File: src/rtl/vid_pkg.sv
// Shared constants for the BT.601 RGB to YCbCr 4:2:2 converter: pixel width,
// intermediate sum width and per-channel coefficient/offset/clamp sets.
package vid_pkg;

    localparam int PIX_W = 8;
    localparam int SUM_W = 18;

    localparam logic [PIX_W-1:0] C_MID = 8'd128;

    typedef struct packed {
        int k_r;
        int k_g;
        int k_b;
        int offset;
        int lo;
        int hi;
    } chan_cfg_t;

    // Coefficients are x256 fixed point.
    localparam chan_cfg_t LIM_Y  = '{k_r:  66, k_g:  129, k_b:  25, offset:  16, lo: 16, hi: 235};
    localparam chan_cfg_t LIM_CB = '{k_r: -38, k_g:  -74, k_b: 112, offset: 128, lo: 16, hi: 240};
    localparam chan_cfg_t LIM_CR = '{k_r: 112, k_g:  -94, k_b: -18, offset: 128, lo: 16, hi: 240};

    localparam chan_cfg_t FULL_Y  = '{k_r:  77, k_g:  150, k_b:  29, offset:   0, lo: 0, hi: 255};
    localparam chan_cfg_t FULL_CB = '{k_r: -43, k_g:  -85, k_b: 128, offset: 128, lo: 0, hi: 255};
    localparam chan_cfg_t FULL_CR = '{k_r: 128, k_g: -107, k_b: -21, offset: 128, lo: 0, hi: 255};

    function automatic logic [PIX_W-1:0] black_level(input bit limited);
        return limited ? 8'd16 : 8'd0;
    endfunction

endpackage

File: src/rtl/vid_csc_dot3.sv
// One colour-space channel: three products (S1), 3-term sum (S2),
// round/offset/clamp (S3). Three register stages from r/g/b to result.
module vid_csc_dot3
    import vid_pkg::*;
#(
    parameter chan_cfg_t CFG = LIM_Y
) (
    input  logic             clk,
    input  logic [PIX_W-1:0] r,
    input  logic [PIX_W-1:0] g,
    input  logic [PIX_W-1:0] b,
    output logic [PIX_W-1:0] result
);

    localparam logic signed [SUM_W-1:0] K_R = SUM_W'(CFG.k_r);
    localparam logic signed [SUM_W-1:0] K_G = SUM_W'(CFG.k_g);
    localparam logic signed [SUM_W-1:0] K_B = SUM_W'(CFG.k_b);
    localparam logic signed [SUM_W-1:0] OFF = SUM_W'(CFG.offset);
    localparam logic signed [SUM_W-1:0] LO  = SUM_W'(CFG.lo);
    localparam logic signed [SUM_W-1:0] HI  = SUM_W'(CFG.hi);
    localparam logic signed [SUM_W-1:0] RND = 18'sd128;

    logic signed [SUM_W-1:0] r_s, g_s, b_s;
    logic signed [SUM_W-1:0] p_r, p_g, p_b;
    logic signed [SUM_W-1:0] sum_q;
    logic signed [SUM_W-1:0] rnd, ofs;
    logic        [PIX_W-1:0] clamped;

    assign r_s = {{(SUM_W-PIX_W){1'b0}}, r};
    assign g_s = {{(SUM_W-PIX_W){1'b0}}, g};
    assign b_s = {{(SUM_W-PIX_W){1'b0}}, b};

    // NOTE: datapath registers carry no reset; the de delay line in the top
    // marks which stages hold real pixels, so stale data is never observed.
    // NOTE: sequential state uses <= so every stage samples pre-edge values.
    always_ff @(posedge clk) begin
        p_r   <= r_s * K_R;
        p_g   <= g_s * K_G;
        p_b   <= b_s * K_B;
        sum_q <= p_r + p_g + p_b;
    end

    // NOTE: clamped gets its default first so no path leaves it unassigned.
    always_comb begin
        rnd     = (sum_q + RND) >>> 8;
        ofs     = rnd + OFF;
        clamped = ofs[PIX_W-1:0];
        if (ofs < LO) begin
            clamped = LO[PIX_W-1:0];
        end else if (ofs > HI) begin
            clamped = HI[PIX_W-1:0];
        end
    end

    always_ff @(posedge clk) begin
        result <= clamped;
    end

endmodule

File: src/rtl/vid_rgb2ycc422.sv
// BT.601 RGB to YCbCr 4:2:2 converter with matched timing delay line.
// Chroma is co-sited: Cb and Cr of each even pixel, odd-pixel chroma dropped.
module vid_rgb2ycc422
    import vid_pkg::*;
#(
    parameter  int RANGE_LIMITED = 1,
    localparam int LATENCY       = 4
) (
    input  logic             clk,
    input  logic             reset,
    input  logic             vid_hs,
    input  logic             vid_vs,
    input  logic             vid_de,
    input  logic [PIX_W-1:0] vid_r,
    input  logic [PIX_W-1:0] vid_g,
    input  logic [PIX_W-1:0] vid_b,
    output logic             out_hs,
    output logic             out_vs,
    output logic             out_de,
    output logic [PIX_W-1:0] out_y,
    output logic [PIX_W-1:0] out_c,
    output logic             out_c_is_cr
);

    localparam bit               LIM   = (RANGE_LIMITED != 0);
    localparam chan_cfg_t        CFG_Y  = LIM ? LIM_Y  : FULL_Y;
    localparam chan_cfg_t        CFG_CB = LIM ? LIM_CB : FULL_CB;
    localparam chan_cfg_t        CFG_CR = LIM ? LIM_CR : FULL_CR;
    localparam logic [PIX_W-1:0] BLACK = black_level(LIM);

    logic [PIX_W-1:0] y_s3, cb_s3, cr_s3;
    logic [PIX_W-1:0] cr_hold;
    logic [LATENCY-1:0] hs_d, vs_d, de_d;
    logic s3_de, s3_rise, phase, cur_phase;

    vid_csc_dot3 #(.CFG(CFG_Y)) u_y (
        .clk(clk), .r(vid_r), .g(vid_g), .b(vid_b), .result(y_s3)
    );

    vid_csc_dot3 #(.CFG(CFG_CB)) u_cb (
        .clk(clk), .r(vid_r), .g(vid_g), .b(vid_b), .result(cb_s3)
    );

    vid_csc_dot3 #(.CFG(CFG_CR)) u_cr (
        .clk(clk), .r(vid_r), .g(vid_g), .b(vid_b), .result(cr_s3)
    );

    always_ff @(posedge clk) begin
        if (reset) begin
            hs_d <= '1;
            vs_d <= '1;
            de_d <= '0;
        end else begin
            hs_d <= {hs_d[LATENCY-2:0], vid_hs};
            vs_d <= {vs_d[LATENCY-2:0], vid_vs};
            de_d <= {de_d[LATENCY-2:0], vid_de};
        end
    end

    assign out_hs = hs_d[LATENCY-1];
    assign out_vs = vs_d[LATENCY-1];
    assign out_de = de_d[LATENCY-1];

    // de_d[LATENCY-1] is the previous S3 de, so a line start is a 0->1 step.
    assign s3_de     = de_d[LATENCY-2];
    assign s3_rise   = s3_de & ~de_d[LATENCY-1];
    assign cur_phase = s3_rise ? 1'b0 : phase;

    always_ff @(posedge clk) begin
        if (reset) begin
            phase       <= 1'b0;
            out_y       <= BLACK;
            out_c       <= C_MID;
            out_c_is_cr <= 1'b0;
        end else if (s3_de) begin
            phase       <= ~cur_phase;
            out_y       <= y_s3;
            out_c       <= cur_phase ? cr_hold : cb_s3;
            out_c_is_cr <= cur_phase;
        end else begin
            phase       <= 1'b0;
            out_y       <= BLACK;
            out_c       <= C_MID;
            out_c_is_cr <= 1'b0;
        end
    end

    always_ff @(posedge clk) begin
        if (s3_de && !cur_phase) begin
            cr_hold <= cr_s3;
        end
    end

endmodule

File: config.mk
export PLATFORM = sky130hd
export DESIGN_NAME = vid_rgb2ycc422
export DESIGN_NICKNAME = d
export VERILOG_FILES = /design/src/rtl/vid_pkg.sv /design/src/rtl/vid_csc_dot3.sv /design/src/rtl/vid_rgb2ycc422.sv
export SDC_FILE = /design/constraint.sdc
export NUM_CORES = 1
export LEC_CHECK = 0
export CAP_MARGIN = 20
export CORE_MARGIN = 2
export CORE_UTILIZATION = 45
export DETAILED_ROUTE_END_ITERATION = 10
export GPL_TIMING_DRIVEN = 0
export HOLD_SLACK_MARGIN = 0.1
export PLACE_DENSITY = 0.65
export SLEW_MARGIN = 20
export SYNTH_ARGS = -nofsm -noshare
export SYNTH_HDL_FRONTEND = slang
export SYNTH_SLANG_ARGS = --single-unit
export TNS_END_PERCENT = 100
File: constraint.sdc
create_clock -name clk -period 12.2 [get_ports clk]
set_input_delay 1.83 -clock clk [delete_from_list [all_inputs] [get_ports clk]]
set_output_delay 1.83 -clock clk [all_outputs]
set_load 0.02 [all_outputs]
==> results.cfg, run 1 <==
[route]
routed_wl_um = 26800
drt-pass1-iter-count = 6
wl_per_cell_um = 14.6
drt_iter0_drc = 260
final_antenna_net_count = 0
drc = 0
num_vias = 9199
vias_per_cell = 5.03

[pwr]
peakVddDrop_mv = 0.111
power_density_nw_per_um2 = 248
power.leakage_nw = 7.42

[yosys]
synth_ff_type = dfxtp_1
synth-edff-count = 8
seq_area_frac_synth_pct = 30.7
synth_nets = 1724
synth_top_area_cell = dfxtp_1
ys_ff_latch = 209
synth.mux.area_fraction_pct = 0.225
synthArstFlopShare_pct = 0
synth_most_common_cell = ha_1
synth-warning-count = 0
synth-xor-area-share_pct = 6.88
synthAdderAreaFrac_pct = 36.8
synth.distinct_cells = 66
synth.area.top_cells = dfxtp_1 (29%), ha_1 (23%), fa_1 (14%), inv_1 (4.7%), xnor2_1 (4.2%)
netlist_area_um2 = 13900
synth.top_cell.area_share_pct = 29.0
postSynthAreaPerCell_um2 = 10.3
synthCells = 1344
synth_common_cells = ha_1 (255), dfxtp_1 (201), inv_1 (172), fa_1 (96), nor2_1 (68)
synth_top_family_by_area = adder cells
synth_compound_area_share_pct = 10.7
synth-simple-area-share_pct = 9.39

[worst_hold_path]
min_path_cells = 0
worstHoldEndpoint = cr_hold[7]
hp-class = flop to flop
hp-start = u_cr.result[7]

[timing]
tns_ns = 0
setup_viol_count_final = 0
period_needed_ns = 6.32
timing.fmax_mhz = 158
hold_viol_final = 0
max-slew-margin-rel_pct = 30.6
holdWs_ns = 0.402
post-route-period-util_pct = 51.8
rsz0062_at_grt = false
tightestPinTransition_ns = 1.03
clock_skew_ns = 0.0251
slew_viol_final = 0

[floorplanning]
ioPinCount = 49
dieArea_um2 = 32300
row_count = 64
die_w_um = 180
start_util_pct = 45.5
core_um2 = 30500
die_h_um = 180

[global_route]
first_global_vias = 9376
antenna_found_initial = 0
grt_pass1_wl_um = 45200
grt_max_degree = 15
overflow = 0
grt_use_total_pct = 17.0

[clock_network]
clkLatencyLatePin_ns = 0.51
ctsResizeCount = 0
h-tree-depth = 1
postCtsHoldBufs = 0
clock_path_buffers = 3
root_buffer = clkbuf_16
cts_tree = yes
clk_pin_slew_worst_paths_ns = 0.06
cts_buffers = 22
post_cts_buffers = 0
cts_sinks = 209

[layout]
fin_util_pct = 51.2
layout.nets = 1796
drive_above_1_share_pct = 4.19
syn2layout_area_growth_pct = 12.5
fin_area_um2 = 15600
diodes = 0

[critical_path]
worstReg2RegStart = u_cr.sum_q[8]
path_max_fanout = 10
start_kind = primary input
ff2ff_path_depth = 12
worstPathRequired_ns = 12.62
crit_type = primary input to flop
crit_start = vid_g[4]
r2r_slack_ns = 9.08
r2r_end = u_cr.result[2]
arrival_ns = 6.74
worstSetupEndpointType = flop

[placement]
dpl_cell_area_um2 = 14900
dp_hpwl_um = 21900
gp_congestion = 0.820
numPortBuffers = 48

[status]
outcome = finished clean

[job]
cap_violations = 0
cell usage in the layout, fill, tap and decap left out, types with 12 or more instances in the layout:
master           count
clkbuf_1            17
fa_1                96
nand2_1             56
nor2_1              68
inv_1              172
clkbuf_16           23
xor2_1              42
ha_1               255
nor2b_1             14
a21o_1              28
and2_1              12
clkdlybuf4s50_1     48
dfxtp_1            201
a21oi_1             60
nor3_1              18
nand3_1             21
o21ai_0             38
xnor2_1             67
per-layer routing:
metal  vias up  wire length, µm  track usage (%)
met5         -                0                0
met1      4340            12300             21.5
met3        37              656             2.15
met4         0              628             3.87
met2       115            13200             30.8
li1       4707                -                -
worst max-delay path, stage by stage:
cell and delay, ns:
clkdlybuf4s50_1 0.87, inv_1 0.10, ha_1 0.34, inv_1 0.15, fa_1 0.46, fa_1 0.55
inv_1 0.06, fa_1 0.52, inv_1 0.04, ha_1 0.34, nand2_1 0.07, o21ai_0 0.15
o41a_1 0.39, a211o_1 0.30, or3_1 0.30, o21ai_0 0.10, xnor2_1 0.14
worst max-delay path by stage:
stage | end | slack (ns) | depth (start not counted)
after floorplan | u_cb.p_g[16] | 6.66 | 16
after global placement | u_cb.p_g[16] | 5.37 | 17
after detailed placement | u_cb.p_g[16] | 5.35 | 17
after CTS | u_cb.p_g[16] | 5.85 | 17
after global routing | u_cb.p_g[16] | 5.60 | 17
final | u_cb.p_g[16] | 5.88 | 17
cell type report:
class | instances | area (µm²)
plain buffers | 19 | 76.3
clock buffers | 25 | 583
clock inverters | 15 | 183
fillers | 2731 | 14900
inverters | 172 | 646
multi-input cells | 944 | 8890
flip-flops and latches | 209 | 4260
well taps | 396 | 495
repair buffers | 48 | 480
where the power goes:
group | total (mW) | internal, mW | switching [mW]
Combinational | 2.10 | 0.945 | 1.16
Clock | 0.696 | 0.429 | 0.267
Sequential | 1.08 | 0.937 | 0.139
Total | 3.88 | 2.31 | 1.57
metrics by stage:
stage               worst slack (ns)  power, mW  instances
global placement                5.37       3.13       1788
floorplan                       6.66       2.69       1344
finish                          5.88       3.88       1828
detailed placement              5.35       3.18       1788
CTS                             5.85       3.91       1828
global route                    5.60       4.26       1828
sequential cells by signal, indices dropped and copies added, names as in the netlist, 12 cells and up:
name / count
u_cb.p_r: 15
u_y.p_r: 12
u_cb.p_g: 16
u_cr.p_b: 14
u_y.p_b: 12
u_y.p_g: 12
u_cr.p_g: 15
cells by family (layout without fill, tap and decap cells):
family / after synthesis / in the layout
xor gates and xnor gates: 109 / 109
muxes: 3 / 3
and+or+nand+nor: 259 / 259
AOI/OAI and AO/OA: 222 / 222
buffers and inverters: 191 / 279
adders and majority gates: 351 / 351
DFF: 209 / 209
No activity file was read; power rests on OpenSTA's default activity.
==> run 2: changes to the inputs <==
Settings changed: PLACE_DENSITY 0.65 to 0.67.
Clock period 12.2 ns to 5.6 ns, I/O delays scaled along.
==> run 2 against run 1 <==
Net effect: combinational power rose by 120%; die area did not move; utilization rose by 0.18 points; critical path type unchanged; sequential power rose by 120%; sequential share of layout area fell by 0.094 points; clock skew fell by 0.0059 ns; hold slack got worse by 0.0022 ns; first-iteration DRC count rose by 31%.
==> results.cfg, run 2 (same netlist as run 1, synthesis figures left out) <==
[status]
outcome = finished clean

[global_route]
grt_use_total_pct = 17.3
first_global_vias = 9501
overflow = 0
antenna_found_initial = 0
grt_max_degree = 14
grt_pass1_wl_um = 45800

[pwr]
p_int_mw = 5.08
peakVddDrop_mv = 0.270
seq_power_share_pct = 27.6
p_sw_mw = 3.42
power_density_nw_per_um2 = 542
clockPowerShare_pct = 18.7
power.leakage_nw = 7.44
combPwrFrac_pct = 53.6
p_total_mw = 8.50
power_switching_share_pct = 40.3

[clock_network]
clock_path_buffers = 3
root_buffer = clkbuf_16
cts_buffers = 24
h-tree-depth = 1
post_cts_buffers = 0
cts_tree = yes
postCtsHoldBufs = 0
clk_pin_slew_worst_paths_ns = 0.06
clkLatencyLatePin_ns = 0.52
ctsResizeCount = 0
cts_sinks = 209

[critical_path]
r2r_slack_ns = 2.46
path_buf_inv = 5
crit_type = primary input to flop
cpMaxStageDelayCell = clkdlybuf4s50_1
cp_cell_sequence = clkdlybuf4s50_1 -> inv_1 -> ha_1 -> inv_1 -> fa_1 -> fa_1 -> inv_1 -> fa_1 -> inv_1 -> ha_1 -> nand2_1 -> o21ai_0 -> o41a_1 -> a211o_1 -> or3_1 -> o21ai_0 -> xnor2_1
cp_top_family = adder cells
r2r_end = u_cr.result[1]
ff2ff_path_depth = 12
path_max_fanout = 10
cpPeakStageDelay_ns = 0.86
start_kind = primary input
worstPathRequired_ns = 6.04
cp_common_cell = inv_1
arrival_ns = 5.72
worstSetupEndpointType = flop
worstReg2RegStart = u_cr.sum_q[8]

[layout]
final_common_cell = ha_1
fin_area_um2 = 15700
largest_register_ffs = 16
syn2layout_area_growth_pct = 12.9
fin_util_pct = 51.4
drive_above_1_share_pct = 4.32
final_cell_mix = ha_1 (255), dfxtp_1 (201), inv_1 (172), fa_1 (96), nor2_1 (68)
layout.nets = 1798
regMostFlops = u_cb.p_g
diodes = 0
fillers = 2709
reg.largest.list = u_cb.p_g (16), u_cb.p_r (15), u_cr.p_g (15)

[timing]
post-route-period-util_pct = 94.4
tns_ns = 0
period_needed_ns = 5.28
hold_viol_final = 0
timing.fmax_mhz = 189
tightestPinTransition_ns = 1.05
slew_viol_final = 0
max-slew-margin-rel_pct = 29.1
clock_skew_ns = 0.0193
setup_viol_count_final = 0
rsz0062_at_grt = false

[placement]
numPortBuffers = 48
dpl_cell_area_um2 = 14900
gp_congestion = 0.841
dp_hpwl_um = 21900

[route]
drt-pass1-iter-count = 5
met2_length_um = 13300
routed_wl_um = 27100
wl_per_cell_um = 14.8
drt_iter0_drc = 340
drt-met1-wl_um = 12300
final_antenna_net_count = 0
drc = 0
wl_met3_um = 825
top_layer = met4
num_vias = 9264
vias_per_cell = 5.06

[floorplanning]
row_count = 64
core_um2 = 30500
ioPinCount = 49
die_h_um = 180
start_util_pct = 45.5
dieArea_um2 = 32300
die_w_um = 180

[job]
cap_violations = 0

[worst_hold_path]
hp-start = u_cr.result[2]
worstHoldEndpoint = cr_hold[2]
min_path_cells = 0
hp-class = flop to flop
-- run 2: power by group through the flow --
stage	sequential, mW	combinational (mW)	clock, mW
floorplan	2.27	3.58	0
global placement	2.37	4.43	0
detailed placement	2.39	4.54	0
CTS	2.36	4.59	1.63
global route	2.40	5.22	1.70
finish	2.35	4.56	1.59
-- run 2: worst max path at each step --
stage              from            to  depth (start not counted)
4_1_cts        vid_g[4]  u_cb.p_g[16]                         17
3_5_place_dp   vid_g[4]  u_cb.p_g[16]                         17
2_1_floorplan  vid_g[4]  u_cb.p_g[16]                         16
6_report       vid_g[4]  u_cb.p_g[16]                         17
3_3_place_gp   vid_g[4]  u_cb.p_g[16]                         17
5_1_grt        vid_g[4]  u_cb.p_g[16]                         17
-- run 2: area by class of cell --
class | count | area [µm²] | share of cell area, %
plain buffers | 19 | 76.3 | 0.487
clock buffers | 29 | 661 | 4.21
clock inverters | 14 | 159 | 1.01
inverters | 172 | 646 | 4.12
multi-input cells | 944 | 8890 | 56.7
flip-flops and latches | 209 | 4260 | 27.2
well taps | 396 | 495 | 3.16
repair buffers | 48 | 480 | 3.07
-- run 2: layer usage --
layer	GRT usage, %	up-vias
met1	21.8	4377
met2	31.0	128
met4	4.55	0
li1	-	4721
met5	0	-
met3	2.45	38
-- run 2: metrics by stage --
stage	cells	hold WS [ns]	setup WS (ns)
floorplan	1344	0.386	1.05
global placement	1788	0.386	-0.233
detailed placement	1788	0.389	-0.239
CTS	1831	0.402	0.280
global route	1831	0.408	0.0182
finish	1831	0.400	0.316
